===== config.mk =====
export PLATFORM = sky130hd
export DESIGN_NAME = dec_byte_serializer
export DESIGN_NICKNAME = d
export VERILOG_FILES = /design/src/rtl/viterbi_pkg.sv /design/src/rtl/sync_fifo.sv /design/src/rtl/dec_byte_serializer.sv
export SDC_FILE = /design/constraint.sdc
export NUM_CORES = 1
export LEC_CHECK = 0
export BUFFER_PORTS_ARGS = -buffer_cell sky130_fd_sc_hd__buf_4
export CORE_UTILIZATION = 60
export DETAILED_ROUTE_END_ITERATION = 8
export PLACE_DENSITY = 0.86
export SYNTH_ARGS = -nofsm -noshare
export SYNTH_HDL_FRONTEND = slang
export SYNTH_SLANG_ARGS = --single-unit

===== constraint.sdc =====
create_clock -name clk -period 6.9 [get_ports clk]
set_input_delay 0 -clock clk [delete_from_list [all_inputs] [get_ports clk]]
set_output_delay 0 -clock clk [all_outputs]
set_load 0.01 [all_outputs]

===== src/rtl/viterbi_pkg.sv =====
// Definitions shared by the Viterbi decoder datapath and its output stages.
package viterbi_pkg;

  localparam int unsigned DEC_W = 8;

  typedef enum logic [1:0] {
    StIdle,
    StStart,
    StData,
    StStop
  } ser_state_e;

  localparam logic START_BIT = 1'b0;
  localparam logic STOP_BIT  = 1'b1;

endpackage


===== src/rtl/sync_fifo.sv =====
// Single-clock FIFO with a combinational head read and an occupancy count.
module sync_fifo #(
  parameter int unsigned DATA_W = 8,
  parameter int unsigned DEPTH  = 8
) (
  input  logic                     clk,
  input  logic                     rst,
  input  logic                     push,
  input  logic                     pop,
  input  logic [DATA_W-1:0]        wdata,
  output logic [DATA_W-1:0]        rdata,
  output logic [$clog2(DEPTH):0]   level,
  output logic                     full,
  output logic                     empty
);

  localparam int unsigned PTR_W = $clog2(DEPTH);
  localparam int unsigned LVL_W = PTR_W + 1;

  logic [DATA_W-1:0] mem [DEPTH];
  logic [PTR_W-1:0]  wr_ptr_q, wr_ptr_d;
  logic [PTR_W-1:0]  rd_ptr_q, rd_ptr_d;
  logic [LVL_W-1:0]  level_q, level_d;

  // Storage needs no reset; only the pointers and count define validity.
  always_ff @(posedge clk) begin
    if (push) begin
      mem[wr_ptr_q] <= wdata;
    end
  end

  always_comb begin
    wr_ptr_d = wr_ptr_q;
    rd_ptr_d = rd_ptr_q;
    level_d  = level_q;
    if (push) begin
      wr_ptr_d = wr_ptr_q + 1'b1;
    end
    if (pop) begin
      rd_ptr_d = rd_ptr_q + 1'b1;
    end
    unique case ({push, pop})
      2'b10:   level_d = level_q + 1'b1;
      2'b01:   level_d = level_q - 1'b1;
      default: level_d = level_q;
    endcase
  end

  always_ff @(posedge clk or negedge rst) begin
    if (!rst) begin
      wr_ptr_q <= '0;
      rd_ptr_q <= '0;
      level_q  <= '0;
    end else begin
      wr_ptr_q <= wr_ptr_d;
      rd_ptr_q <= rd_ptr_d;
      level_q  <= level_d;
    end
  end

  assign rdata = mem[rd_ptr_q];
  assign level = level_q;
  assign full  = (level_q == LVL_W'(DEPTH));
  assign empty = (level_q == '0);

endmodule


===== src/rtl/dec_byte_serializer.sv =====
// Buffers decoded bytes and sends each one on a single pad as a start/8-data/stop frame.
module dec_byte_serializer
  import viterbi_pkg::*;
#(
  parameter int unsigned DATA_W  = DEC_W,
  parameter int unsigned DEPTH   = 8,
  parameter int unsigned BIT_DIV = 4
) (
  input  logic                   clk,
  input  logic                   rst,
  input  logic [DATA_W-1:0]      dec_data,
  input  logic                   dec_valid,
  input  logic                   tx_en,
  input  logic                   ovf_clr,
  output logic                   ser_out,
  output logic                   ser_busy,
  output logic [$clog2(DEPTH):0] fifo_level,
  output logic                   overflow
);

  localparam int unsigned DIV_W = (BIT_DIV > 1) ? $clog2(BIT_DIV) : 1;
  localparam int unsigned BIT_W = (DATA_W > 1) ? $clog2(DATA_W) : 1;

  logic [DATA_W-1:0] fifo_rdata;
  logic              fifo_full, fifo_empty;
  logic              push, pop, drop;

  ser_state_e        state_q, state_d;
  logic [DIV_W-1:0]  div_q, div_d;
  logic [BIT_W-1:0]  bit_q, bit_d;
  logic [DATA_W-1:0] shift_q, shift_d;
  logic              ser_q, ser_d;
  logic              overflow_q;
  logic              div_end, can_start;

  // The decoder cannot stall: a pop in the same cycle makes room for a push into a full FIFO.
  assign push = dec_valid & (~fifo_full | pop);
  assign drop = dec_valid & fifo_full & ~pop;

  sync_fifo #(
    .DATA_W (DATA_W),
    .DEPTH  (DEPTH)
  ) u_fifo (
    .clk   (clk),
    .rst   (rst),
    .push  (push),
    .pop   (pop),
    .wdata (dec_data),
    .rdata (fifo_rdata),
    .level (fifo_level),
    .full  (fifo_full),
    .empty (fifo_empty)
  );

  always_ff @(posedge clk or negedge rst) begin
    if (!rst) begin
      overflow_q <= 1'b0;
    end else if (drop) begin
      overflow_q <= 1'b1;
    end else if (ovf_clr) begin
      overflow_q <= 1'b0;
    end
  end

  assign div_end   = (div_q == DIV_W'(BIT_DIV - 1));
  assign can_start = tx_en & ~fifo_empty;

  always_comb begin
    state_d = state_q;
    div_d   = div_q;
    bit_d   = bit_q;
    shift_d = shift_q;
    ser_d   = ser_q;
    pop     = 1'b0;

    unique case (state_q)
      StIdle: begin
        ser_d = STOP_BIT;
        if (can_start) begin
          pop     = 1'b1;
          shift_d = fifo_rdata;
          div_d   = '0;
          ser_d   = START_BIT;
          state_d = StStart;
        end
      end
      StStart: begin
        if (div_end) begin
          div_d   = '0;
          bit_d   = '0;
          ser_d   = shift_q[0];
          state_d = StData;
        end else begin
          div_d = div_q + 1'b1;
        end
      end
      StData: begin
        if (div_end) begin
          div_d = '0;
          if (bit_q == BIT_W'(DATA_W - 1)) begin
            ser_d   = STOP_BIT;
            state_d = StStop;
          end else begin
            // LSB first: shift the next bit into position 0.
            bit_d   = bit_q + 1'b1;
            shift_d = shift_q >> 1;
            ser_d   = shift_d[0];
          end
        end else begin
          div_d = div_q + 1'b1;
        end
      end
      StStop: begin
        if (div_end) begin
          div_d = '0;
          if (can_start) begin
            pop     = 1'b1;
            shift_d = fifo_rdata;
            ser_d   = START_BIT;
            state_d = StStart;
          end else begin
            ser_d   = STOP_BIT;
            state_d = StIdle;
          end
        end else begin
          div_d = div_q + 1'b1;
        end
      end
      default: begin
        ser_d   = STOP_BIT;
        state_d = StIdle;
      end
    endcase
  end

  always_ff @(posedge clk or negedge rst) begin
    if (!rst) begin
      state_q <= StIdle;
      div_q   <= '0;
      bit_q   <= '0;
      shift_q <= '0;
      ser_q   <= STOP_BIT;
    end else begin
      state_q <= state_d;
      div_q   <= div_d;
      bit_q   <= bit_d;
      shift_q <= shift_d;
      ser_q   <= ser_d;
    end
  end

  assign ser_out  = ser_q;
  assign ser_busy = (state_q != StIdle);
  assign overflow = overflow_q;

endmodule


# == After elaboration in Yosys (flattened, before gate mapping) ==
# Memory sizes are Yosys's and may differ from the RTL's.
# Index checks and enable logic that the tools add are counted.
# Widths: inputs -> output; s select.
# totals
register_bits,27
ram_bits,64
output_inout_bits,7
wordCells,83
memories,1
# classes
add_sub_neg,6
n_eq_ne,14
muxes,33
n_bitwise,8
reduce_logical,12
# memory_table
memory,depth,width,read_ports,rd_ports_with_merged_regs,wr,line,text
u_fifo.mem,8,8,1,0,1,sync_fifo.sv:20,logic [DATA_W-1:0] mem [DEPTH];
# ops
operator,count
$mux 8,4
$pmux 8 s3,1
$mux 2,7
$mux 1,12
$ne 2x2->1 const B,6
$add 3x1->3 const B,3
$mux 3,3
$eq 2x2->1 const B,4
$pmux 2 s4,1
$pmux 4 s2,1
$reduce_and 4->1,2
$reduce_bool 2->1,4
$pmux 3 s2,1
$reduce_and 5->1,1
$add 4x1->4 const B,1
$and 1x1->1,4
$eq 2x1->1 const B,2
$eq 4x4->1 const B,1
$logic_not 4->1,1
$pmux 1 s4,1
$pmux 2 s2,1
$sub 4x1->4 const B,1
$eq 3x3->1 const B,1
$not 1->1,3
other kinds (7),7

# == Logic depth before layout (Yosys ltp) ==
# Gate-level depths: netlist (run 1).
# depth
depth_word,10
ltp_mapped,9
depth_no_buf,9

# == Hierarchy ==
# From an unflattened synthesis (run 1), not the netlist that was laid out.
# unflattened
hier_cells,231
area_unflattened_um2,4056.4
# modules_own_cells
mod,n_inst,cells_each,area_per_inst_um2
sync_fifo,1,147,3040.4
dec_byte_serializer,1,84,1016.0

# == Least setup slack after synthesis (run 1) ==
# OpenSTA, ideal clock, no wires.
# synth_timing
path_type,register to register
start,register state_q[0]
end,memory u_fifo.mem[0][0] (enable)
t_arrival_ns,2.068
required_ns,6.517
setup_slack_ns,4.449
stages_incl_launch_ff,7
n_path_buf,0
path_cell_list,dfrtp_1 -> inv_1 -> ha_1 -> nand2b_1 -> o21ai_0 -> nand3b_1 -> nor3_1
# synth_via
elab_chain_len,6
word_cells_on_any_way,7
cone_classes,eq/ne (1); mux (3); bitwise (2); reduce/logical (1)
# synth_rtl
element,line,text
"start, declared",dec_byte_serializer.sv:28,"ser_state_e state_q, state_d;"
"start signal, assigned",dec_byte_serializer.sv:138,state_q <= StIdle;
"start signal, assigned",dec_byte_serializer.sv:144,state_q <= state_d;
$eq 2x2->1 / $logic_not 2->1 (equally long branches),dec_byte_serializer.sv:76,unique case (state_q)
$pmux 1 s2 (*),dec_byte_serializer.sv:76,
$or 1x1->1 (*),dec_byte_serializer.sv:37,assign push = dec_valid & (~fifo_full | pop);
$and 1x1->1 (*),dec_byte_serializer.sv:37,
$mux 1 (*),sync_fifo.sv:27,if (push) begin
$mux 1 (not written as such) (*),sync_fifo.sv:28,mem[wr_ptr_q] <= wdata;
"end, declared",sync_fifo.sv:20,
# Mark *: on every way between the ends. The rest lies on a longest branch, timed or not.

# == Worst setup path after layout (run 1) ==
# layout_timing
start,register state_q[0]
end,memory u_fifo.mem[1][1] (enable)
# Same word-level chain as after synthesis.

==> results of run 1 <==
registers in the layout (all words and copies together), names as in the netlist:
name	count
u_fifo.mem	64
shift_q	8
ser_out	1
u_fifo.rd_ptr_q	3
overflow	1
u_fifo.level	4
div_q	2
state_q	2
bit_q	3
u_fifo.wr_ptr_q	3
worst reg2reg max path, cell delays in order (launching register included):
cell      delay (ps)
dfrtp_1          390
inv_1            110
ha_1             420
nand2b_1         200
o21ai_0          410
nand3_1          240
nor3_1          1020
worst max path at each step:
stage / from / endpoint / slack [ps] / cells past startpoint
2_1_floorplan: state_q[0] / u_fifo.mem[0][0] / 4450 / 6
3_3_place_gp: state_q[0] / u_fifo.mem[1][3] / 4020 / 6
3_5_place_dp: state_q[0] / u_fifo.mem[1][3] / 3780 / 6
4_1_cts: state_q[0] / u_fifo.mem[1][1] / 3690 / 6
5_1_grt: state_q[0] / u_fifo.mem[0][2] / 3450 / 6
6_report: state_q[0] / u_fifo.mem[1][1] / 3710 / 6
logic make-up after synthesis:
| kind of cell | Yosys count | share of synthesized area, % |
|---|---|---|
| AND/OR/NAND/NOR | 69 | 8.82 |
| buffers and inverters | 16 | 2.31 |
| AO/OA/AOI/OAI | 36 | 6.85 |
| adder cells (fa/ha/maj) | 11 | 3.39 |
| multiplexers | 29 | 13.5 |
| flip-flops | 91 | 64.1 |
| XOR/XNOR | 5 | 1.08 |
power by group through the flow:
| stage | sequential (mW) | clock (mW) | combinational (mW) |
|---|---|---|---|
| floorplan | 0.805 | 0 | 0.528 |
| detailed placement | 0.877 | 0 | 0.623 |
| CTS | 0.866 | 0.356 | 0.634 |
| finish | 0.867 | 0.348 | 0.632 |
| global placement | 0.865 | 0 | 0.595 |
| global route | 0.885 | 0.375 | 0.694 |
per-layer routing:
layer / part of all wire [%] / routed length [µm]
met3: 6.0 / 448
met5: 0 / 0
met4: 3.4 / 257
met2: 49 / 3690
met1: 41 / 3080
synthesized netlist by cell type, drive strengths merged, types with 2 or more instances:
library cell,number
nand2,22
nand2b,8
nor3b,2
nand3,4
nor3,6
a21oi,3
o41ai,2
nor2,10
dfrtp,26
inv,4
a22o,4
o21ai,10
clkbuf,6
o311ai,2
buf,6
mux2,12
a222oi,6
mux4,16
edfxtp,64
nand3b,8
ha,11
xnor2,4
and2,2
placed cells by master (no fill, tap or decap), drive strengths merged, types with 2 or more instances in the layout:
master and count:
edfxtp 64, o21ai 10, xnor2 4, o41ai 2
clkbuf 9, and2 2, mux2 12, nand3 4
nor3 6, o311ai 2, dlygate4sd3 11, a22o 4
ha 11, nand2 22, nand3b 8, a222oi 6
inv 10, nor2 10, a21oi 3, nand2b 8
dfrtp 26, nor3b 2, mux4 16, buf 19
stage by stage:
| step | util, % | hold WS, ps | worst slack (ps) | cell area [µm²] | instances |
|---|---|---|---|---|---|
| 6_report | 70.3 | 65.0 | 3710 | 4520 | 368 |
| 5_1_grt | 70.3 | 72.0 | 3450 | 4520 | 368 |
| 4_1_cts | 70.3 | 64.2 | 3690 | 4520 | 368 |
| 3_5_place_dp | 65.7 | -65.6 | 3780 | 4220 | 341 |
| 3_3_place_gp | 65.7 | -71.2 | 4020 | 4220 | 341 |
| 2_1_floorplan | - | -296 | 4450 | 4060 | 257 |
area by class of cell:
| type | count | area (µm²) |
|---|---|---|
| tap | 77 | 96.3 |
| sequential | 91 | 2600 |
| clock buffer | 9 | 124 |
| fill | 431 | 1910 |
| clock inverter | 7 | 65.1 |
| inverter | 4 | 15.0 |
| timing repair buffer | 30 | 253 |
| multi-input combinational | 150 | 1360 |
==> run_results.csv, run 1 <==
group,metric,value,unit
route,routed_wl,7470,µm
global_route,grt_max_degree,28,
setup_path,reg2reg_depth,6,
global_route,grt_pass1_wl,12000,µm
timing,tns,0,ps
setup_path,crit_family,"simple AND/OR/NAND/NOR gates",
setup_path,cp_slowest_cell,"nor3_1",
logic_synthesis,yosys_warnings,0,
final_layout,insertedDiodeCount,0,
timing,final-max-slew-violation-count,0,
clock_tree,cts-htree-levels,3,
placement,finalWeightedCongestion,0.777,
clock_tree,cts_tree,"built",
route,ant_nets,0,
setup_path,worst_setup_path_start_kind,"register",
route,drt_iter0_drc,158,
logic_synthesis,syn-num-nets,281,
timing,timing.fmax,0.314,GHz
worst_hold_path,hold_path_depth,4,
global_route,met1_usage,29.6,%
power,seq_power_share,47.0,%
logic_synthesis,netlist_instances,257,
placement,dp_hpwl,4710,µm
logic_synthesis,ys.flop_type,"edfxtp_1",
setup_path,timing.rr.end,"u_fifo.mem[1][1]",
run_status,status,"finished, violations left",
global_route,grt_pass1_vias,2378,
global_route,gr-total-overflow,0,
logic_synthesis,synth_top_cell_area_share,47.4,%
logic_synthesis,ys_seq_elements,91,
worst_hold_path,hold_path_end,"u_fifo.level[3]",
timing,fin_crit_sh,46.2,%
power,p_switching,662,µW
logic_synthesis,synthTopCellsByArea,"edfxtp_1 (47%), dfrtp_1 (16%), mux4_1 (7.1%), ha_1 (3.4%), mux2_2 (3.1%)",
route,drt_pass1_iterations,6,
floorplan,die_w,84.2,µm
power,combinationalPowerShare,34.2,%
route,wl_per_cell,20.3,µm
setup_path,cp_max_fo,9,
logic_synthesis,synth_top_area_cell,"edfxtp_1",
setup_path,crit_type,"register to register",
setup_path,reg2reg_slack,3710,ps
clock_tree,clk_pin_slew,100,ps
final_layout,nNetsFinal,310,
run_status,violations,"design-rule violations",
floorplan,boundaryPins,20,
power,intPower,1.18,mW
global_route,grtUsageTotal,23.0,%
route,vias_per_cell,6.42,
clock_tree,ctsResizeCount,0,
placement,io_buffers,19,
route,vias,2364,
timing,finalHoldViolCount,0,
floorplan,core,0.00642,mm²
timing,slew_headroom,13.7,%
final_layout,area_growth,11.3,%
clock_tree,clock_latency,360,ps
route,drc,4,
clock_tree,cts.sinks,91,
logic_synthesis,synth-edff-count,64,
global_route,grt_use_met2,38.1,%
global_route,use_met3,4.62,%
logic_synthesis,synth.distinct_cells,49,
timing,fin_skew,13.2,ps
clock_tree,clockRootBuffer,"clkbuf_8",
clock_tree,cts_max_path_buffers,2,
power,ir_drop,0.253,mV
setup_path,required,6870,ps
global_route,antenna_found_initial,0,
final_layout,final_layout_size_suffix_gt1_share,18.6,%
setup_path,max_stage_delay,1020,ps
worst_hold_path,hp-start,"tx_en",
clock_tree,cts_made_buffers,9,
logic_synthesis,synthArstFlopShare,29.7,%
power,power_density,409,mW/mm²
clock_tree,ctsHoldBuffers,11,
timing,tightest_slew,1290,ps
timing,rsz0062_at_grt,"no",
setup_path,worstReg2RegStart,"state_q[0]",
setup_path,path_cells,"inv_1 > ha_1 > nand2b_1 > o21ai_0 > nand3_1 > nor3_1",
setup_path,crit_arrival,3160,ps
clock_tree,postCtsSetupRepairBufs,0,
floorplan,num_rows,29,
power,swShare,35.9,%
floorplan,start_util,63.2,%
power,power_leakage,1.67,nW
floorplan,dieArea,0.00709,mm²
power,finalPower,1.85,mW
worst_hold_path,hold_path_class,"input port to register",
floorplan,die-height,84.2,µm
global_route,busiest_layer,"met2",
logic_synthesis,syn_area_per_cell,15.8,µm²
power,clkPwrFrac,18.8,%
timing,setup_viol_count_final,0,
logic_synthesis,syn_area,0.00406,mm²
timing,finalCriticalPeriod,3190,ps
setup_path,crit_buf_inv,1,
setup_path,crit_path_end_kind,"register",
flow_run,drv_cap,0,
logic_synthesis,ys_seq_area_share,64.1,%
No activity file was read; power rests on OpenSTA's default activity.
==> inputs of run 2 (changes only) <==
Settings changed: CORE_UTILIZATION 60 to 55, PLACE_DENSITY 0.86 to 0.84.
Clock period 6.9 ns to 2.7 ns, I/O delays scaled along.
==> run_results.csv, run 2 (synthesis results as in run 1) <==
group,metric,value,unit
run_status,status,"finished clean",
route,drt_iter0_drc,134,
timing,hold_ws,67.2,ps
setup_path,path_cells,"inv_1 > ha_2 > or4_1 > xnor2_1 > ha_1 > o311ai_0 > o211ai_1",
route,drc,0,
clock_tree,cts_tree,"built",
floorplan,num_rows,30,
global_route,gr-total-overflow,0,
final_layout,largest_register_ffs,64,
timing,slew_headroom,52.6,%
route,wl_per_cell,18.4,µm
timing,timing.fmax,0.397,GHz
global_route,grt_pass1_vias,2332,
global_route,grt_max_degree,28,
timing,finalCriticalPeriod,2520,ps
final_layout,insertedDiodeCount,0,
floorplan,die_w,87.9,µm
flow_run,drv_cap,0,
worst_hold_path,hold_path_class,"input port to register",
floorplan,boundaryPins,20,
clock_tree,cts-htree-levels,3,
setup_path,crit_path_end_kind,"register",
final_layout,area_growth,13.9,%
timing,rsz0062_at_grt,"no",
final_layout,nNetsFinal,321,
timing,fin_crit_sh,93.3,%
timing,final-max-slew-violation-count,0,
timing,finalHoldViolCount,0,
route,vias_per_cell,5.93,
route,vias,2362,
power,power_leakage,1.72,nW
floorplan,die-height,87.9,µm
route,ant_nets,0,
clock_tree,cts_made_buffers,9,
clock_tree,postCtsSetupRepairBufs,0,
setup_path,max_stage_delay,600,ps
final_layout,most-common-layout-cells,"edfxtp_1 (64), buf_4 (30), dfrtp_1 (26)",
placement,finalWeightedCongestion,0.809,
clock_tree,clock_latency,360,ps
timing,tns,0,ps
final_layout,final_layout_size_suffix_gt1_share,21.9,%
timing,setup_viol_count_final,0,
final_layout,final_common_cell,"edfxtp_1",
setup_path,crit_type,"register to register",
global_route,grtUsageTotal,21.0,%
setup_path,cp_slowest_cell,"or4_1",
floorplan,core,0.00694,mm²
route,drt_pass1_iterations,4,
floorplan,dieArea,0.00772,mm²
final_layout,fillers,474,
power,ir_drop,0.482,mV
floorplan,start_util,58.4,%
clock_tree,cts.sinks,91,
setup_path,worst_setup_path_start_kind,"register",
placement,io_buffers,19,
setup_path,cp_max_fo,9,
final_layout,regMostFlops,"u_fifo.mem",
global_route,grt_pass1_wl,11600,µm
setup_path,crit_arrival,2750,ps
setup_path,required,2930,ps
clock_tree,clk_pin_slew,90,ps
timing,tightest_slew,711,ps
power,power_density,1020,mW/mm²
global_route,antenna_found_initial,0,
clock_tree,cts_max_path_buffers,2,
route,routed_wl,7310,µm
placement,dp_hpwl,4740,µm
clock_tree,clockRootBuffer,"clkbuf_8",
timing,fin_skew,7.39,ps
-- run 2: cell count changes in the layout (fill, tap and decap cells not counted), sizes merged --
| cell | change |
|---|---|
| inv | -2 |
| clkinvlp | +1 |
| buf | +11 |
| clkinv | +1 |
-- run 2: layout make-up --
| type | count | area, µm² | area share (%) |
|---|---|---|---|
| well taps | 96 | 120 | 2.60 |
| clock buffers | 9 | 124 | 2.68 |
| clock inverters | 7 | 60.1 | 1.30 |
| flip-flops and latches | 91 | 2600 | 56.3 |
| multi-input cells | 150 | 1370 | 29.6 |
| repair buffers | 41 | 335 | 7.26 |
| inverters | 4 | 15.0 | 0.325 |
-- run 2: metrics by stage --
| stage | cell area [µm²] | util [%] | cells | setup WS (ps) | power, mW |
|---|---|---|---|---|---|
| finish | 4620 | 66.5 | 398 | 182 | 4.72 |
| global route | 4620 | 66.5 | 398 | 32.9 | 5.02 |
| CTS | 4620 | 66.5 | 398 | 188 | 4.74 |
| detailed placement | 4320 | 62.3 | 371 | 203 | 3.86 |
| global placement | 4320 | 62.3 | 371 | 302 | 3.77 |
| floorplan | 4060 | - | 257 | 249 | 3.41 |
-- run 2: critical path: cells and delay by family, from the launching register on --
| kind | cells | cell delay, ps |
|---|---|---|
| compound gates | 2 | 470 |
| xor+xnor | 1 | 170 |
| fa+ha+maj | 2 | 590 |
| buf+inv | 1 | 160 |
| flops | 1 | 410 |
| simple gates | 1 | 600 |
-- run 2: routing by layer --
layer | global-route usage (%) | routed length (µm)
met5 | 0 | 0
met4 | 9.99 | 174
met3 | 3.86 | 319
met2 | 36.2 | 3680
met1 | 25.8 | 3130
-- run 2: power by group --
part	internal [mW]	switching, mW
clock network	0.354	0.504
logic	0.868	0.866
registers	1.85	0.278
-- run 2: worst paths after layout --
check                                start         endpoint  slack (ps)  cells after the start
worst min register to register     ser_out          ser_out         480                      2
worst max-delay path            state_q[0]  u_fifo.level[2]         180                      7
min in group asynchronous              rst  u_fifo.level[1]          80                      2
worst min-delay path                 tx_en  u_fifo.level[3]          70                      4
worst max register to register  state_q[0]  u_fifo.level[2]         180                      7
max in group asynchronous              rst          ser_out        2320                      2
-- run 2: timing repair --
action                                  in CTS  in global routing
resized for setup                            0                  1
hold buffers                                11                  0
endpoints found under the setup margin       0                  1
endpoints found under the hold margin       95                  0
==> inputs of run 3 (changes only) <==
==> constraint.sdc (replaced) <==
create_clock -name clk -period 2.7 [get_ports clk]
set_input_delay 0.135 -clock clk [delete_from_list [all_inputs] [get_ports clk]]
set_output_delay 0.135 -clock clk [all_outputs]
set_load 0.01 [all_outputs]
==> run_results.csv, run 3 (synthesis results as in run 1) <==
group,metric,value,unit
timing,timing.fmax,0.396,GHz
route,routed_wl,7140,µm
timing,setup_viol_count_final,0,
power,power_leakage,1.70,nW
route,ant_nets,0,
run_status,status,"finished clean",
setup_path,crit_path_end_kind,"register",
setup_path,timing.rr.end,"u_fifo.level[2]",
final_layout,largest_register_ffs,64,
timing,setup_ws,175,ps
final_layout,fin_cells,393,
route,drt_iter0_drc,132,
final_layout,nNetsFinal,316,
route,drt_pass1_iterations,5,
setup_path,cp_slowest_cell,"or4_1",
global_route,grtUsageTotal,20.6,%
setup_path,crit_buf_inv,1,
placement,io_buffers,19,
final_layout,fillers,480,
worst_hold_path,hold_path_depth,1,
clock_tree,clk_pin_slew,90,ps
clock_tree,clockRootBuffer,"clkbuf_8",
route,vias,2338,
final_layout,final_layout_size_suffix_gt1_share,22.2,%
power,power_density,1030,mW/mm²
timing,finalCriticalPeriod,2520,ps
flow_run,drv_cap,0,
setup_path,reg2reg_slack,180,ps
setup_path,cp_max_fo,9,
timing,final-max-slew-violation-count,0,
timing,fin_skew,6.73,ps
global_route,grt_pass1_wl,11400,µm
route,met1_length,3090,µm
timing,tightest_slew,728,ps
global_route,grt_pass1_vias,2291,
final_layout,final_common_cell,"edfxtp_1",
placement,post-place-ws,203,ps
final_layout,regMostFlops,"u_fifo.mem",
floorplan,die-height,87.9,µm
final_layout,multi_input_area,0.00137,mm²
setup_path,required,2930,ps
placement,dp_hpwl,4740,µm
timing,finalHoldViolCount,0,
worst_hold_path,hp-start,"dec_data[7]",
floorplan,num_rows,30,
timing,fin_crit_sh,93.5,%
setup_path,crit_family,"simple AND/OR/NAND/NOR gates",
placement,place_area,0.00432,mm²
setup_path,critPathLaunch,"state_q[0]",
global_route,antenna_found_initial,0,
power,ir_drop,0.481,mV
final_layout,most-common-layout-cells,"edfxtp_1 (64), buf_4 (30), dfrtp_1 (26)",
final_layout,area_growth,12.6,%
floorplan,core,0.00694,mm²
worst_hold_path,hold_path_class,"input port to register",
setup_path,worst_setup_path_start_kind,"register",
setup_path,crit_type,"register to register",
placement,finalWeightedCongestion,0.809,
route,vias_per_cell,5.95,
setup_path,max_stage_delay,600,ps
floorplan,dieArea,0.00772,mm²
timing,tns,0,ps
route,highest_layer,"met4",
setup_path,crit_end,"u_fifo.level[2]",
route,wl_met2,3580,µm
clock_tree,cts_max_path_buffers,2,
route,drc,0,
floorplan,boundaryPins,20,
global_route,grt_max_degree,28,
setup_path,reg2reg_depth,7,
timing,rsz0062_at_grt,"no",
setup_path,path_cells,"inv_1 > ha_2 > or4_1 > xnor2_1 > ha_1 > o311ai_0 > o211ai_1",
clock_tree,cts_tree,"built",
final_layout,insertedDiodeCount,0,
clock_tree,cts.sinks,91,
placement,dp.cells,371,
floorplan,die_w,87.9,µm
floorplan,start_util,58.4,%
clock_tree,clock_latency,360,ps
route,route.met3.wl,273,µm
global_route,gr-total-overflow,0,
clock_tree,cts-htree-levels,3,
setup_path,worstReg2RegStart,"state_q[0]",
final_layout,fin_area,0.00457,mm²
clock_tree,cts_made_buffers,9,
setup_path,worstSetupPathDepth,7,
final_layout,register_area,0.00260,mm²
setup_path,crit_arrival,2750,ps
route,wl_per_cell,18.2,µm
timing,slew_headroom,51.5,%
## run 3: what timing repair did
item | 4_1_cts | 5_1_grt
setup endpoints to repair | 0 | 1
resized for setup | 0 | 1
hold buffers | 5 | 1
endpoints found under the hold margin | 49 | 4
setup buffers | 0 | 0
## run 3: final cells by class
type | instances | area share (%)
Tap cell | 96 | 2.63
Timing Repair Buffer | 36 | 6.24
Sequential cell | 91 | 56.9
Inverter | 4 | 0.329
Multi-Input combinational cell | 150 | 29.9
Clock inverter | 7 | 1.31
Clock buffer | 9 | 2.71
## run 3: report_power, final
| group | total [mW] | leakage (nW) | internal, mW | switching, mW |
|---|---|---|---|---|
| sequential | 2.13 | 0.912 | 1.85 | 0.281 |
| clock | 0.857 | 0.0954 | 0.354 | 0.503 |
| combinational | 1.72 | 0.693 | 0.863 | 0.855 |
| total | 4.70 | 1.70 | 3.06 | 1.64 |
## run 3: how the worst min path moves through the flow
| stage | to | slack [ps] |
|---|---|---|
| global route | u_fifo.mem[7][7] | 6 |
| global placement | overflow | 70 |
| floorplan | bit_q[0] | -160 |
| CTS | u_fifo.mem[1][7] | 0.9 |
| finish | u_fifo.mem[1][7] | 20 |
| detailed placement | u_fifo.level[1] | 70 |
## run 3: metrics by stage
stage	utilization, %	power, mW	hold WS, ps
after floorplan	-	3.41	-161
after global placement	62.3	3.77	65.2
after detailed placement	62.3	3.86	68.6
after CTS	65.6	4.74	0.852
after global routing	65.8	5.01	5.59
final	65.8	4.70	16.5
## run 3: layer usage
layer,GRT usage [%],vias to the layer above
met4,9.99,0
met2,34.9,63
li1,-,1095
met5,0,-
met3,3.86,16
met1,25.8,1164
